### src/rtl/change_dispenser.sv
// Greedy (10/5/1) change payout through a single coin hopper, with per-denomination inventory and refill.
// Two cycles request-to-first-coin; coin_out/coin_valid hold until coin_ack; requests and refills while busy are dropped.
module change_dispenser #(
  parameter int WIDTH   = 32,
  parameter int INV_W   = 8,
  parameter int INIT_10 = 8,
  parameter int INIT_5  = 8,
  parameter int INIT_1  = 8
) (
  input  logic             clk,
  input  logic             reset,
  input  logic [WIDTH-1:0] change_in,
  input  logic             change_valid,
  input  logic             coin_ack,
  input  logic             refill,
  input  logic [1:0]       refill_denom,
  input  logic [INV_W-1:0] refill_count,
  output logic [WIDTH-1:0] coin_out,
  output logic             coin_valid,
  output logic             busy,
  output logic             done,
  output logic             short,
  output logic [WIDTH-1:0] remaining
);

  typedef enum logic [1:0] {IDLE, SELECT, EJECT, DONE} state_t;

  localparam logic [WIDTH-1:0] D10     = WIDTH'(10);
  localparam logic [WIDTH-1:0] D5      = WIDTH'(5);
  localparam logic [WIDTH-1:0] D1      = WIDTH'(1);
  localparam logic [INV_W-1:0] INV_MAX = '1;
  localparam logic [INV_W-1:0] INV_ONE = INV_W'(1);

  state_t           state_q, state_d;
  logic [WIDTH-1:0] coin_out_q, coin_out_d;
  logic [WIDTH-1:0] remaining_q, remaining_d;
  logic             coin_valid_q, coin_valid_d;
  logic             busy_q, busy_d;
  logic             done_q, done_d;
  logic             short_q, short_d;
  logic [INV_W-1:0] inv10_q, inv10_d;
  logic [INV_W-1:0] inv5_q, inv5_d;
  logic [INV_W-1:0] inv1_q, inv1_d;

  function automatic logic [INV_W-1:0] sat_add(input logic [INV_W-1:0] a,
                                               input logic [INV_W-1:0] b);
    logic [INV_W:0] s;
    s = {1'b0, a} + {1'b0, b};
    return s[INV_W] ? INV_MAX : s[INV_W-1:0];
  endfunction

  always_comb begin
    state_d      = state_q;
    coin_out_d   = coin_out_q;
    remaining_d  = remaining_q;
    coin_valid_d = coin_valid_q;
    busy_d       = busy_q;
    done_d       = 1'b0;
    short_d      = short_q;
    inv10_d      = inv10_q;
    inv5_d       = inv5_q;
    inv1_d       = inv1_q;

    case (state_q)
      IDLE: begin
        if (refill) begin
          case (refill_denom)
            2'd0:    inv1_d  = sat_add(inv1_q, refill_count);
            2'd1:    inv5_d  = sat_add(inv5_q, refill_count);
            2'd2:    inv10_d = sat_add(inv10_q, refill_count);
            default: ;
          endcase
        end
        if (change_valid) begin
          remaining_d = change_in;
          short_d     = 1'b0;
          busy_d      = 1'b1;
          state_d     = SELECT;
        end
      end

      SELECT: begin
        if (remaining_q == '0) begin
          done_d  = 1'b1;
          state_d = DONE;
        end else if (remaining_q >= D10 && inv10_q != '0) begin
          coin_out_d   = D10;
          coin_valid_d = 1'b1;
          state_d      = EJECT;
        end else if (remaining_q >= D5 && inv5_q != '0) begin
          coin_out_d   = D5;
          coin_valid_d = 1'b1;
          state_d      = EJECT;
        end else if (inv1_q != '0) begin
          coin_out_d   = D1;
          coin_valid_d = 1'b1;
          state_d      = EJECT;
        end else begin
          short_d = 1'b1;
          done_d  = 1'b1;
          state_d = DONE;
        end
      end

      EJECT: begin
        if (coin_ack) begin
          // coin_out never exceeds remaining, so this cannot wrap
          remaining_d  = remaining_q - coin_out_q;
          if (coin_out_q == D10)     inv10_d = inv10_q - INV_ONE;
          else if (coin_out_q == D5) inv5_d  = inv5_q - INV_ONE;
          else                       inv1_d  = inv1_q - INV_ONE;
          coin_valid_d = 1'b0;
          coin_out_d   = '0;
          state_d      = SELECT;
        end
      end

      DONE: begin
        busy_d  = 1'b0;
        state_d = IDLE;
      end

      default: state_d = IDLE;
    endcase
  end

  always_ff @(posedge clk) begin
    if (!reset) begin
      state_q      <= IDLE;
      coin_out_q   <= '0;
      remaining_q  <= '0;
      coin_valid_q <= 1'b0;
      busy_q       <= 1'b0;
      done_q       <= 1'b0;
      short_q      <= 1'b0;
      inv10_q      <= INV_W'(INIT_10);
      inv5_q       <= INV_W'(INIT_5);
      inv1_q       <= INV_W'(INIT_1);
    end else begin
      state_q      <= state_d;
      coin_out_q   <= coin_out_d;
      remaining_q  <= remaining_d;
      coin_valid_q <= coin_valid_d;
      busy_q       <= busy_d;
      done_q       <= done_d;
      short_q      <= short_d;
      inv10_q      <= inv10_d;
      inv5_q       <= inv5_d;
      inv1_q       <= inv1_d;
    end
  end

  assign coin_out   = coin_out_q;
  assign coin_valid = coin_valid_q;
  assign busy       = busy_q;
  assign done       = done_q;
  assign short      = short_q;
  assign remaining  = remaining_q;

endmodule
### config.mk
export PLATFORM = sky130hd
export DESIGN_NAME = change_dispenser
export DESIGN_NICKNAME = d
export VERILOG_FILES = /design/src/rtl/change_dispenser.sv
export SDC_FILE = /design/constraint.sdc
export NUM_CORES = 1
export LEC_CHECK = 0
export ABC_AREA = 1
export BUFFER_PORTS_ARGS = -buffer_cell sky130_fd_sc_hd__buf_4
export CORE_MARGIN = 10
export CORE_UTILIZATION = 61
export DETAILED_ROUTE_END_ITERATION = 7
export PLACE_DENSITY = 0.87
export SYNTH_ARGS = -nofsm -noshare
export SYNTH_HDL_FRONTEND = slang
export SYNTH_SLANG_ARGS = --single-unit
### constraint.sdc
create_clock -name clk -period 4.1 [get_ports clk]
set_clock_uncertainty 0.15 [all_clocks]
set_input_delay 0.205 -clock clk [delete_from_list [all_inputs] [get_ports clk]]
set_output_delay 0.205 -clock clk [all_outputs]
set_load 0.005 [all_outputs]
==> impl_metrics.sql, run 1 <==
INSERT INTO impl_metrics (metric_group, metric, value, unit) VALUES
('yosys', 'postSynthCellCount', '940', ''),
('routing', 'post_detailed_routing_wire_length', '17100', 'um'),
('worst_setup_path', 'reg2reg_from', 'state_q[0]', ''),
('global_route', 'grt_pass1_vias', '5974', ''),
('worst_setup_path', 'startpoint_type', 'flop', ''),
('sta', 'worst_pin_slew', '0.745', 'ns'),
('worst_setup_path', 'slowest_cell_on_crit_path', 'inv_1', ''),
('worst_hold_path', 'hold_path.class', 'in -> reg', ''),
('global_route', 'pin_count_of_the_biggest_net_entering_global_routing', '72', ''),
('clock_tree', 'cts_sinks', '65', ''),
('clock_tree', 'post_cts_clock_slew_at_the_launch_and_capture_registers_of_the_worst_setup_and_hold_paths', '0.07', 'ns'),
('worst_setup_path', 'path_max_fanout', '55', ''),
('clock_tree', 'cts-htree-levels', '3', ''),
('worst_hold_path', 'min_to', 'remaining[6]', ''),
('die', 'dieWidth', '118', 'um'),
('global_route', 'grt.busiest_layer', 'met2', ''),
('global_route', 'number_of_antenna_violations_at_the_first_check_in_global_routing', '0', ''),
('outcome', 'status', 'finished clean', ''),
('yosys', 'post_synth_main_area_contributors', 'dfxtp_1 22%, nand2_1 12%, ha_1 7.9%', ''),
('place', 'place.detailed.hpwl', '12700', 'um'),
('power_and_ir_drop', 'p_comb_frac', '0.653', ''),
('yosys', 'yosysWarnings', '0', ''),
('cells_and_area', 'layout.nets', '1100', ''),
('power_and_ir_drop', 'power.switching', '2.78', 'mW'),
('power_and_ir_drop', 'power.switching_fraction', '0.526', ''),
('sta', 'worst_hold_slack', '0.00922', 'ns'),
('power_and_ir_drop', 'power.density_cell_area', '790', 'mW/mm^2'),
('worst_setup_path', 'ff2ff_path_depth', '9', ''),
('routing', 'post-route-drc-count', '0', ''),
('die', 'rows', '35', ''),
('routing', 'vias', '6358', ''),
('sta', 'setup_viol', '0', ''),
('routing', 'vias_per_cell', '5.55', ''),
('yosys', 'postSynth.asyncResetShare', '0', ''),
('worst_setup_path', 'endpoint_kind', 'flop', ''),
('worst_setup_path', 'cp.arrival', '2.89', 'ns'),
('sta', 'postLayoutSetupSlackWorst', '1.29', 'ns'),
('die', 'fp.dieH', '118', 'um'),
('sta', 'finalCriticalPeriod', '2.81', 'ns'),
('place', 'final_weighted_congestion_in_routability_driven_placement', '0.988', ''),
('sta', 'max_slew_margin', '0.503', ''),
('clock_tree', 'clk_path_buf_depth', '2', ''),
('global_route', 'grt_pass1_wl', '28800', 'um'),
('worst_hold_path', 'worstHoldPathCells', '3', ''),
('worst_hold_path', 'hold_path.startpoint', 'change_in[6]', ''),
('power_and_ir_drop', 'total_leakage_power', '3.28', 'nW'),
('worst_setup_path', 'slowest_delay', '0.51', 'ns'),
('worst_setup_path', 'critical_path.reg2reg.endpoint', 'remaining[9]', ''),
('global_route', 'grt_util_met2', '0.380', ''),
('routing', 'drt_first_pass_iters', '7', ''),
('routing', 'detail-route-antenna-nets', '0', ''),
('die', 'ios', '115', ''),
('die', 'core_area', '0.00933', 'mm^2'),
('sta', 'rsz0062_at_grt', 'no', ''),
('worst_setup_path', 'timing.setup.critical_path_class', 'reg -> reg', ''),
('yosys', 'post-synth-top-count-cell', 'nand2_1', ''),
('job', 'cap_viol_max_count', '0', ''),
('clock_tree', 'cts_tree', 'done', ''),
('global_route', 'groute.layer.met3.usage', '0.0628', ''),
('place', 'dpl_worst_slack', '1.31', 'ns'),
('yosys', 'synth-edff-count', '0', ''),
('yosys', 'avgSynthCellArea', '6.25', 'um^2'),
('die', 'die_area', '0.0140', 'mm^2'),
('sta', 'achievable-frequency', '0.356', 'GHz'),
('yosys', 'ys_seq_elements', '65', ''),
('routing', 'wl_per_cell', '14.9', 'um'),
('power_and_ir_drop', 'internal_power', '2.51', 'mW'),
('clock_tree', 'post-cts-setup-buffers', '0', ''),
('yosys', 'yosysSeqAreaShare', '0.222', ''),
('yosys', 'synthesis.area', '0.00587', 'mm^2'),
('global_route', 'grt-ovfl-total', '0', '');
==> layer usage <==
metal,wire length (um),part of all wire
met5,0,0
met4,314,0.018
met3,1530,0.089
met2,7780,0.45
met1,7500,0.44
==> power by group through the flow <==
stage               Combinational [mW]  Clock (mW)  Sequential (mW)
detailed placement                3.35           0             1.20
floorplan                         2.59           0             1.12
CTS                               3.40       0.644             1.19
global placement                  3.29           0             1.20
finish                            3.46       0.641             1.20
global route                      3.92       0.673             1.23
==> state kept, by name (all words and copies together) (netlist names) <==
name,flops
busy,1
remaining,32
coin_out,3
inv10_q,8
short,1
coin_valid,1
state_q,2
inv1_q,8
inv5_q,8
done,1
==> kinds of logic (layout without fill, tap and decap cells) <==
kind of cell / after synthesis / in the layout / synth area share
compound gates: 212 / 212 / 0.201
xor+xnor: 21 / 21 / 0.0313
fa+ha+maj: 41 / 41 / 0.0925
buf+inv: 174 / 224 / 0.137
flops: 65 / 65 / 0.222
other cells: 1 / 28 / 0.000639
simple gates: 426 / 426 / 0.316
==> what timing repair did <==
item	4_1_cts	5_1_grt
gates resized for setup	0	0
endpoints found under the hold margin	3	0
hold buffers	3	0
==> through the flow <==
step	instances	instance area, um^2	power, mW
after global routing	1146	6700	5.82
after detailed placement	1127	6440	4.55
after CTS	1146	6700	5.23
final	1146	6700	5.29
after floorplan	967	5970	3.71
after global placement	1127	6440	4.49
==> cell usage in the layout, fill, tap and decap left out, types with 19 or more instances in the layout <==
master and instances:
ha_1 36, o21ai_0 74, nor2_1 112, nand4_1 19, nand2_1 192, buf_4 89
dfxtp_1 65, inv_1 110, a21oi_1 88, nand3_1 65, conb_1 28
==> worst max path at each step <==
stage / from / to / slack, ns / cells after the start
after global routing: state_q[0] / remaining[11] / 1.06 / 10
after CTS: state_q[0] / remaining[11] / 1.27 / 10
after global placement: state_q[0] / remaining[9] / 1.38 / 9
final: state_q[0] / remaining[9] / 1.29 / 9
after detailed placement: state_q[0] / remaining[11] / 1.31 / 9
after floorplan: coin_out[1] / remaining[16] / 2.01 / 9
==> cell type report <==
cell class | count | area, um^2
multi-input cells | 728 | 3870
clock buffers | 11 | 151
fillers | 818 | 2620
repair buffers | 92 | 698
clock inverters | 5 | 77.6
well taps | 129 | 161
inverters | 116 | 443
flip-flops and latches | 65 | 1300
==> critical path, delay by kind of cell (launching register included) <==
family | cells | cell delay (ns)
AOI/OAI and AO/OA | 4 | 0.70
DFF | 1 | 0.33
and+or+nand+nor | 1 | 0.34
adders and majority gates | 1 | 0.23
buffers and inverters | 3 | 0.94
Power figures use the tool's default switching activity.
==> inputs of run 2 (changes only) <==
--- a/config.mk
+++ b/config.mk
@@ -8,9 +8,9 @@
 export ABC_AREA = 1
 export BUFFER_PORTS_ARGS = -buffer_cell sky130_fd_sc_hd__buf_4
 export CORE_MARGIN = 10
-export CORE_UTILIZATION = 61
+export CORE_UTILIZATION = 51
 export DETAILED_ROUTE_END_ITERATION = 7
-export PLACE_DENSITY = 0.87
+export PLACE_DENSITY = 0.78
 export SYNTH_ARGS = -nofsm -noshare
 export SYNTH_HDL_FRONTEND = slang
 export SYNTH_SLANG_ARGS = --single-unit
==> constraint.sdc (replaced) <==
create_clock -name clk -period 2.4 [get_ports clk]
set_clock_uncertainty 0.15 [all_clocks]
set_input_delay 0.12 -clock clk [delete_from_list [all_inputs] [get_ports clk]]
set_output_delay 0.12 -clock clk [all_outputs]
set_load 0.005 [all_outputs]
==> impl_metrics.sql, run 2 (synthesized netlist as in run 1, its figures left out) <==
INSERT INTO impl_metrics (metric_group, metric, value, unit) VALUES
('worst_setup_path', 'critical_path_required', '2.47', 'ns'),
('clock_tree', 'root_buffer_cell', 'clkbuf_16', ''),
('worst_hold_path', 'hold_path.startpoint', 'change_in[3]', ''),
('global_route', 'number_of_antenna_violations_at_the_first_check_in_global_routing', '0', ''),
('cells_and_area', 'drive_gt1_frac', '0.155', ''),
('worst_setup_path', 'ff2ff_path_depth', '10', ''),
('job', 'cap_viol_max_count', '0', ''),
('sta', 'final_max_slew_viol_count', '0', ''),
('routing', 'vias', '6315', ''),
('routing', 'post-route-drc-count', '0', ''),
('outcome', 'status', 'finished clean', ''),
('sta', 'achievable-frequency', '0.446', 'GHz'),
('global_route', 'pin_count_of_the_biggest_net_entering_global_routing', '54', ''),
('place', 'final_weighted_congestion_in_routability_driven_placement', '0.930', ''),
('cells_and_area', 'finalInstanceArea', '0.00702', 'mm^2'),
('worst_setup_path', 'startpoint_type', 'flop', ''),
('worst_setup_path', 'endpoint_kind', 'flop', ''),
('global_route', 'grt-ovfl-total', '0', ''),
('cells_and_area', 'largest_reg_flops', '32', ''),
('die', 'die_area', '0.0162', 'mm^2'),
('cells_and_area', 'antenna_cells_inserted', '0', ''),
('power_and_ir_drop', 'peakVddDrop', '0.627', 'mV'),
('global_route', 'grt_pass1_wl', '29000', 'um'),
('die', 'fp.dieH', '127', 'um'),
('cells_and_area', 'multi_input_comb_area', '0.00391', 'mm^2'),
('clock_tree', 'cts_sinks', '65', ''),
('clock_tree', 'cts_made_buffers', '9', ''),
('clock_tree', 'cts-htree-levels', '3', ''),
('sta', 'finalCritPeriodShare', '0.935', ''),
('cells_and_area', 'final_cells', '1176', ''),
('cells_and_area', 'mostFrequentLayoutCells', '191 x nand2_1, 110 x inv_1, 107 x nor2_1, 97 x buf_4, 88 x a21oi_1', ''),
('clock_tree', 'post-cts-setup-buffers', '0', ''),
('die', 'ios', '115', ''),
('power_and_ir_drop', 'power.density_cell_area', '1370', 'mW/mm^2'),
('routing', 'post_detailed_routing_wire_length', '17500', 'um'),
('sta', 'worst_pin_slew', '0.955', 'ns'),
('routing', 'drt_first_pass_iters', '5', ''),
('worst_hold_path', 'hold_path.class', 'in -> reg', ''),
('worst_setup_path', 'reg2reg_from', 'coin_out[2]', ''),
('clock_tree', 'cts_tree', 'done', ''),
('power_and_ir_drop', 'total_leakage_power', '3.40', 'nW'),
('worst_setup_path', 'path_max_fanout', '7', ''),
('power_and_ir_drop', 'power.total', '9.59', 'mW'),
('cells_and_area', 'filler_cell_count_in_the_final_layout', '1082', ''),
('place', 'placement.cell_area', '0.00656', 'mm^2'),
('cells_and_area', 'ff_latch_area', '0.00130', 'mm^2'),
('cells_and_area', 'final_common_cell', 'nand2_1', ''),
('place', 'dpl_worst_slack', '0.122', 'ns'),
('sta', 'postLayoutSetupSlackWorst', '0.156', 'ns'),
('die', 'rows', '39', ''),
('worst_setup_path', 'timing.setup.critical_path_class', 'reg -> reg', ''),
('die', 'start_util', '0.517', ''),
('worst_setup_path', 'cp-startpoint', 'coin_out[2]', ''),
('routing', 'detail-route-antenna-nets', '0', ''),
('place', 'buffer_ports.inserted', '86', ''),
('global_route', 'grt_util_all_layers', '0.211', ''),
('routing', 'drtIter0Drc', '502', ''),
('sta', 'finalCriticalPeriod', '2.24', 'ns'),
('place', 'place.detailed.hpwl', '13100', 'um'),
('worst_setup_path', 'cp.arrival', '2.32', 'ns'),
('sta', 'max_slew_margin', '0.363', ''),
('clock_tree', 'insertion_delay', '0.34', 'ns'),
('clock_tree', 'post_cts_clock_slew_at_the_launch_and_capture_registers_of_the_worst_setup_and_hold_paths', '0.06', 'ns'),
('cells_and_area', 'flow.area_growth_from_synthesis', '19.5', '%'),
('cells_and_area', 'layout.nets', '1116', ''),
('sta', 'hold_viol', '0', ''),
('sta', 'setup_viol', '0', ''),
('sta', 'rsz0062_at_grt', 'yes', ''),
('global_route', 'grt_pass1_vias', '5979', ''),
('routing', 'wl_per_cell', '14.9', 'um'),
('sta', 'worst_hold_slack', '0.00277', 'ns'),
('die', 'core_area', '0.0114', 'mm^2'),
('clock_tree', 'clk_path_buf_depth', '2', ''),
('worst_hold_path', 'worstHoldPathCells', '3', ''),
('die', 'dieWidth', '127', 'um'),
('routing', 'vias_per_cell', '5.37', ''),
('place', 'dp.cells', '1151', '');
## run 2: cell types whose count changed in the layout (fill, tap and decap cells not counted), moves of 3 or more
| cell | delta |
|---|---|
| o21ai_0 | -4 |
| nor2_1 | -5 |
| buf_4 | +8 |
| nand3_2 | +3 |
| nor2_2 | +3 |
| clkbuf_16 | +9 |
| clkinvlp_4 | +3 |
| clkbuf_8 | -11 |
| o21ai_1 | +4 |
| dlygate4sd3_1 | +6 |
| nand3_1 | -3 |
## run 2: final timing paths
kind,endpoint,slack (ns)
setup / recovery,remaining[9],0.16
setup reg to reg,remaining[9],0.16
hold reg to reg,coin_valid,0.33
hold / removal,remaining[3],0.003
## run 2: metal layers
layer,wire (um),global-route usage,share of wire,up-vias
met4,327,0.0596,0.019,0
met5,0,0,0,-
li1,-,-,-,3222
met2,8280,0.351,0.47,233
met3,1300,0.0558,0.074,32
met1,7640,0.263,0.44,2828
## run 2: report_power, final
part	switching [mW]	internal, mW	leakage (nW)
combinational	3.81	2.31	2.72
clock	0.519	0.906	0.144
sequential	0.553	1.49	0.536
## run 2: worst max-delay path, stage by stage, from the launching register on
cell,delay (ns)
dfxtp_1,0.37
inv_1,0.10
ha_1,0.41
nand2_1,0.10
inv_1,0.04
o21ai_1,0.11
nand3_1,0.20
nor2_2,0.24
o21ai_0,0.14
o21ai_0,0.20
a21oi_1,0.06
## run 2: layout make-up
class | count | share of cell area
well taps | 143 | 0.0255
clock buffers | 9 | 0.0321
multi-input cells | 728 | 0.558
repair buffers | 108 | 0.122
inverters | 116 | 0.0631
clock inverters | 7 | 0.0136
flip-flops and latches | 65 | 0.185
## run 2: timing repair
| action | CTS | global route |
|---|---|---|
| hold buffers | 9 | 0 |
| gates resized for setup | 0 | 16 |
| setup endpoints to repair | 0 | 19 |
| endpoints found under the hold margin | 9 | 0 |
## run 2: metrics by stage
step | setup TNS [ns] | utilization
global placement | 0 | 0.577
detailed placement | 0 | 0.577
finish | 0 | 0.617
floorplan | 0 | -
CTS | 0 | 0.613
global route | -0.0425 | 0.617
==> inputs of run 3 (changes only) <==
==> constraint.sdc (replaced) <==
create_clock -name clk -period 2.4 [get_ports clk]
set_clock_uncertainty 0.15 [all_clocks]
set_input_delay 0.24 -clock clk [delete_from_list [all_inputs] [get_ports clk]]
set_output_delay 0.24 -clock clk [all_outputs]
set_load 0.005 [all_outputs]
==> impl_metrics.sql, run 3 (synthesized netlist as in run 1, its figures left out) <==
INSERT INTO impl_metrics (metric_group, metric, value, unit) VALUES
('power_and_ir_drop', 'power.density_cell_area', '1380', 'mW/mm^2'),
('global_route', 'number_of_antenna_violations_at_the_first_check_in_global_routing', '0', ''),
('power_and_ir_drop', 'power.total', '9.55', 'mW'),
('worst_hold_path', 'worstHoldPathCells', '3', ''),
('die', 'fp.dieH', '127', 'um'),
('worst_setup_path', 'cp.arrival', '2.38', 'ns'),
('cells_and_area', 'finalInstanceArea', '0.00691', 'mm^2'),
('sta', 'final_max_slew_viol_count', '0', ''),
('cells_and_area', 'flow.area_growth_from_synthesis', '17.6', '%'),
('clock_tree', 'root_buffer_cell', 'clkbuf_16', ''),
('job', 'cap_viol_max_count', '0', ''),
('routing', 'vias', '6398', ''),
('die', 'die_area', '0.0162', 'mm^2'),
('routing', 'post-route-drc-count', '0', ''),
('place', 'place.detailed.hpwl', '13400', 'um'),
('worst_setup_path', 'crit_path_cell_trace', 'inv_1, ha_1, a21oi_1, nand2_1, nand2_1, nand2_1, o21ai_0, nand2_1, o21ai_0, a21oi_1', ''),
('die', 'start_util', '0.517', ''),
('worst_setup_path', 'critical-path-top-cell-by-count', 'nand2_1', ''),
('global_route', 'grt_util_all_layers', '0.212', ''),
('sta', 'finalCriticalPeriod', '2.31', 'ns'),
('die', 'dieWidth', '127', 'um'),
('clock_tree', 'clk_path_buf_depth', '2', ''),
('sta', 'hold_viol', '0', ''),
('worst_setup_path', 'path_max_fanout', '7', ''),
('global_route', 'grt_pass1_vias', '5956', ''),
('routing', 'wl_per_cell', '15.1', 'um'),
('worst_setup_path', 'ff2ff_path_depth', '10', ''),
('sta', 'worst_pin_slew', '0.869', 'ns'),
('routing', 'drt_first_pass_iters', '6', ''),
('clock_tree', 'cts_tree', 'done', ''),
('cells_and_area', 'antenna_cells_inserted', '0', ''),
('worst_hold_path', 'hold_path.class', 'in -> reg', ''),
('worst_setup_path', 'endpoint_kind', 'flop', ''),
('cells_and_area', 'drive_gt1_frac', '0.153', ''),
('place', 'placement.cell_area', '0.00655', 'mm^2'),
('cells_and_area', 'final_common_cell', 'nand2_1', ''),
('sta', 'finalCritPeriodShare', '0.961', ''),
('cells_and_area', 'final_core_utilization', '0.608', ''),
('outcome', 'status', 'finished clean', ''),
('routing', 'detail-route-antenna-nets', '0', ''),
('die', 'ios', '115', ''),
('cells_and_area', 'layout.nets', '1107', ''),
('sta', 'achievable-frequency', '0.434', 'GHz'),
('routing', 'post_detailed_routing_wire_length', '17600', 'um'),
('worst_setup_path', 'critical_path_required', '2.47', 'ns'),
('cells_and_area', 'largest_reg_flops', '32', ''),
('worst_setup_path', 'startpoint_type', 'flop', ''),
('global_route', 'grt_pass1_wl', '29000', 'um'),
('power_and_ir_drop', 'peakVddDrop', '0.648', 'mV'),
('die', 'rows', '39', ''),
('sta', 'max_slew_margin', '0.420', ''),
('cells_and_area', 'mostFrequentLayoutCells', '191 x nand2_1, 110 x inv_1, 107 x nor2_1, 97 x buf_4, 88 x a21oi_1', ''),
('clock_tree', 'cts_made_buffers', '9', ''),
('clock_tree', 'insertion_delay', '0.34', 'ns'),
('place', 'final_weighted_congestion_in_routability_driven_placement', '0.932', ''),
('worst_setup_path', 'slowest_cell_on_crit_path', 'ha_1', ''),
('worst_setup_path', 'timing.setup.critical_path_class', 'reg -> reg', ''),
('power_and_ir_drop', 'total_leakage_power', '3.37', 'nW'),
('sta', 'rsz0062_at_grt', 'yes', ''),
('place', 'buffer_ports.inserted', '86', ''),
('sta', 'setup_viol', '0', ''),
('clock_tree', 'cts-htree-levels', '3', ''),
('worst_setup_path', 'slowest_delay', '0.41', 'ns'),
('global_route', 'pin_count_of_the_biggest_net_entering_global_routing', '53', ''),
('routing', 'drtIter0Drc', '687', ''),
('clock_tree', 'cts_sinks', '65', ''),
('clock_tree', 'post_cts_clock_slew_at_the_launch_and_capture_registers_of_the_worst_setup_and_hold_paths', '0.05', 'ns'),
('global_route', 'grt-ovfl-total', '0', ''),
('routing', 'vias_per_cell', '5.49', ''),
('die', 'core_area', '0.0114', 'mm^2');
-- run 3: metrics by stage --
step | instances | setup TNS (ns) | hold slack [ns] | setup WS, ns
2_1_floorplan | 967 | 0 | 0.228 | 0.309
3_3_place_gp | 1149 | 0 | 0.318 | 0.184
3_5_place_dp | 1149 | 0 | 0.314 | 0.126
4_1_cts | 1164 | 0 | 0.0428 | 0.106
5_1_grt | 1166 | -0.134 | 0.0562 | -0.0437
6_report | 1166 | 0 | 0.0426 | 0.0934
-- run 3: path summary, 6_finish.rpt --
check	slack, ns	start	end
worst max register to register	0.09	coin_out[2]	remaining[23]
worst min register to register	0.33	coin_valid	coin_valid
worst max-delay path	0.09	coin_out[2]	remaining[23]
worst min-delay path	0.04	change_in[1]	remaining[1]
-- run 3: layer usage --
metal / share of wire / vias up / routed length [um] / GRT usage
met3: 0.083 / 42 / 1460 / 0.0500
met4: 0.026 / 0 / 452 / 0.0810
met5: 0 / - / 0 / 0
met2: 0.47 / 261 / 8260 / 0.339
met1: 0.42 / 2881 / 7480 / 0.271
li1: - / 3214 / - / -
-- run 3: worst max-delay path: cells and delay by family (launching register included) --
family                     cells  cell delay [ns]
and+or+nand+nor                4             0.44
DFF                            1             0.39
AOI/OAI and AO/OA              4             0.67
adders and majority gates      1             0.41
buffers and inverters          1             0.12
-- run 3: cell type report --
class	instances	area, um^2
Clock buffer	13	280
Clock inverter	2	35.0
Multi-Input combinational cell	728	3900
Timing Repair Buffer	99	768
Tap cell	143	179
Sequential cell	65	1300
Fill cell	1096	4460
Inverter	116	443
-- run 3: where the power goes --
| group | leakage (nW) | internal (mW) | switching, mW |
|---|---|---|---|
| Combinational | 2.68 | 2.29 | 3.81 |
| Clock | 0.158 | 0.910 | 0.487 |
| Sequential | 0.536 | 1.49 | 0.559 |
-- run 3: repair_timing --
action                                  in CTS  in global routing
resized for setup                            0                  9
buffers inserted                             0                  2
endpoints found under the setup margin       0                 16
hold buffers                                 0                  0
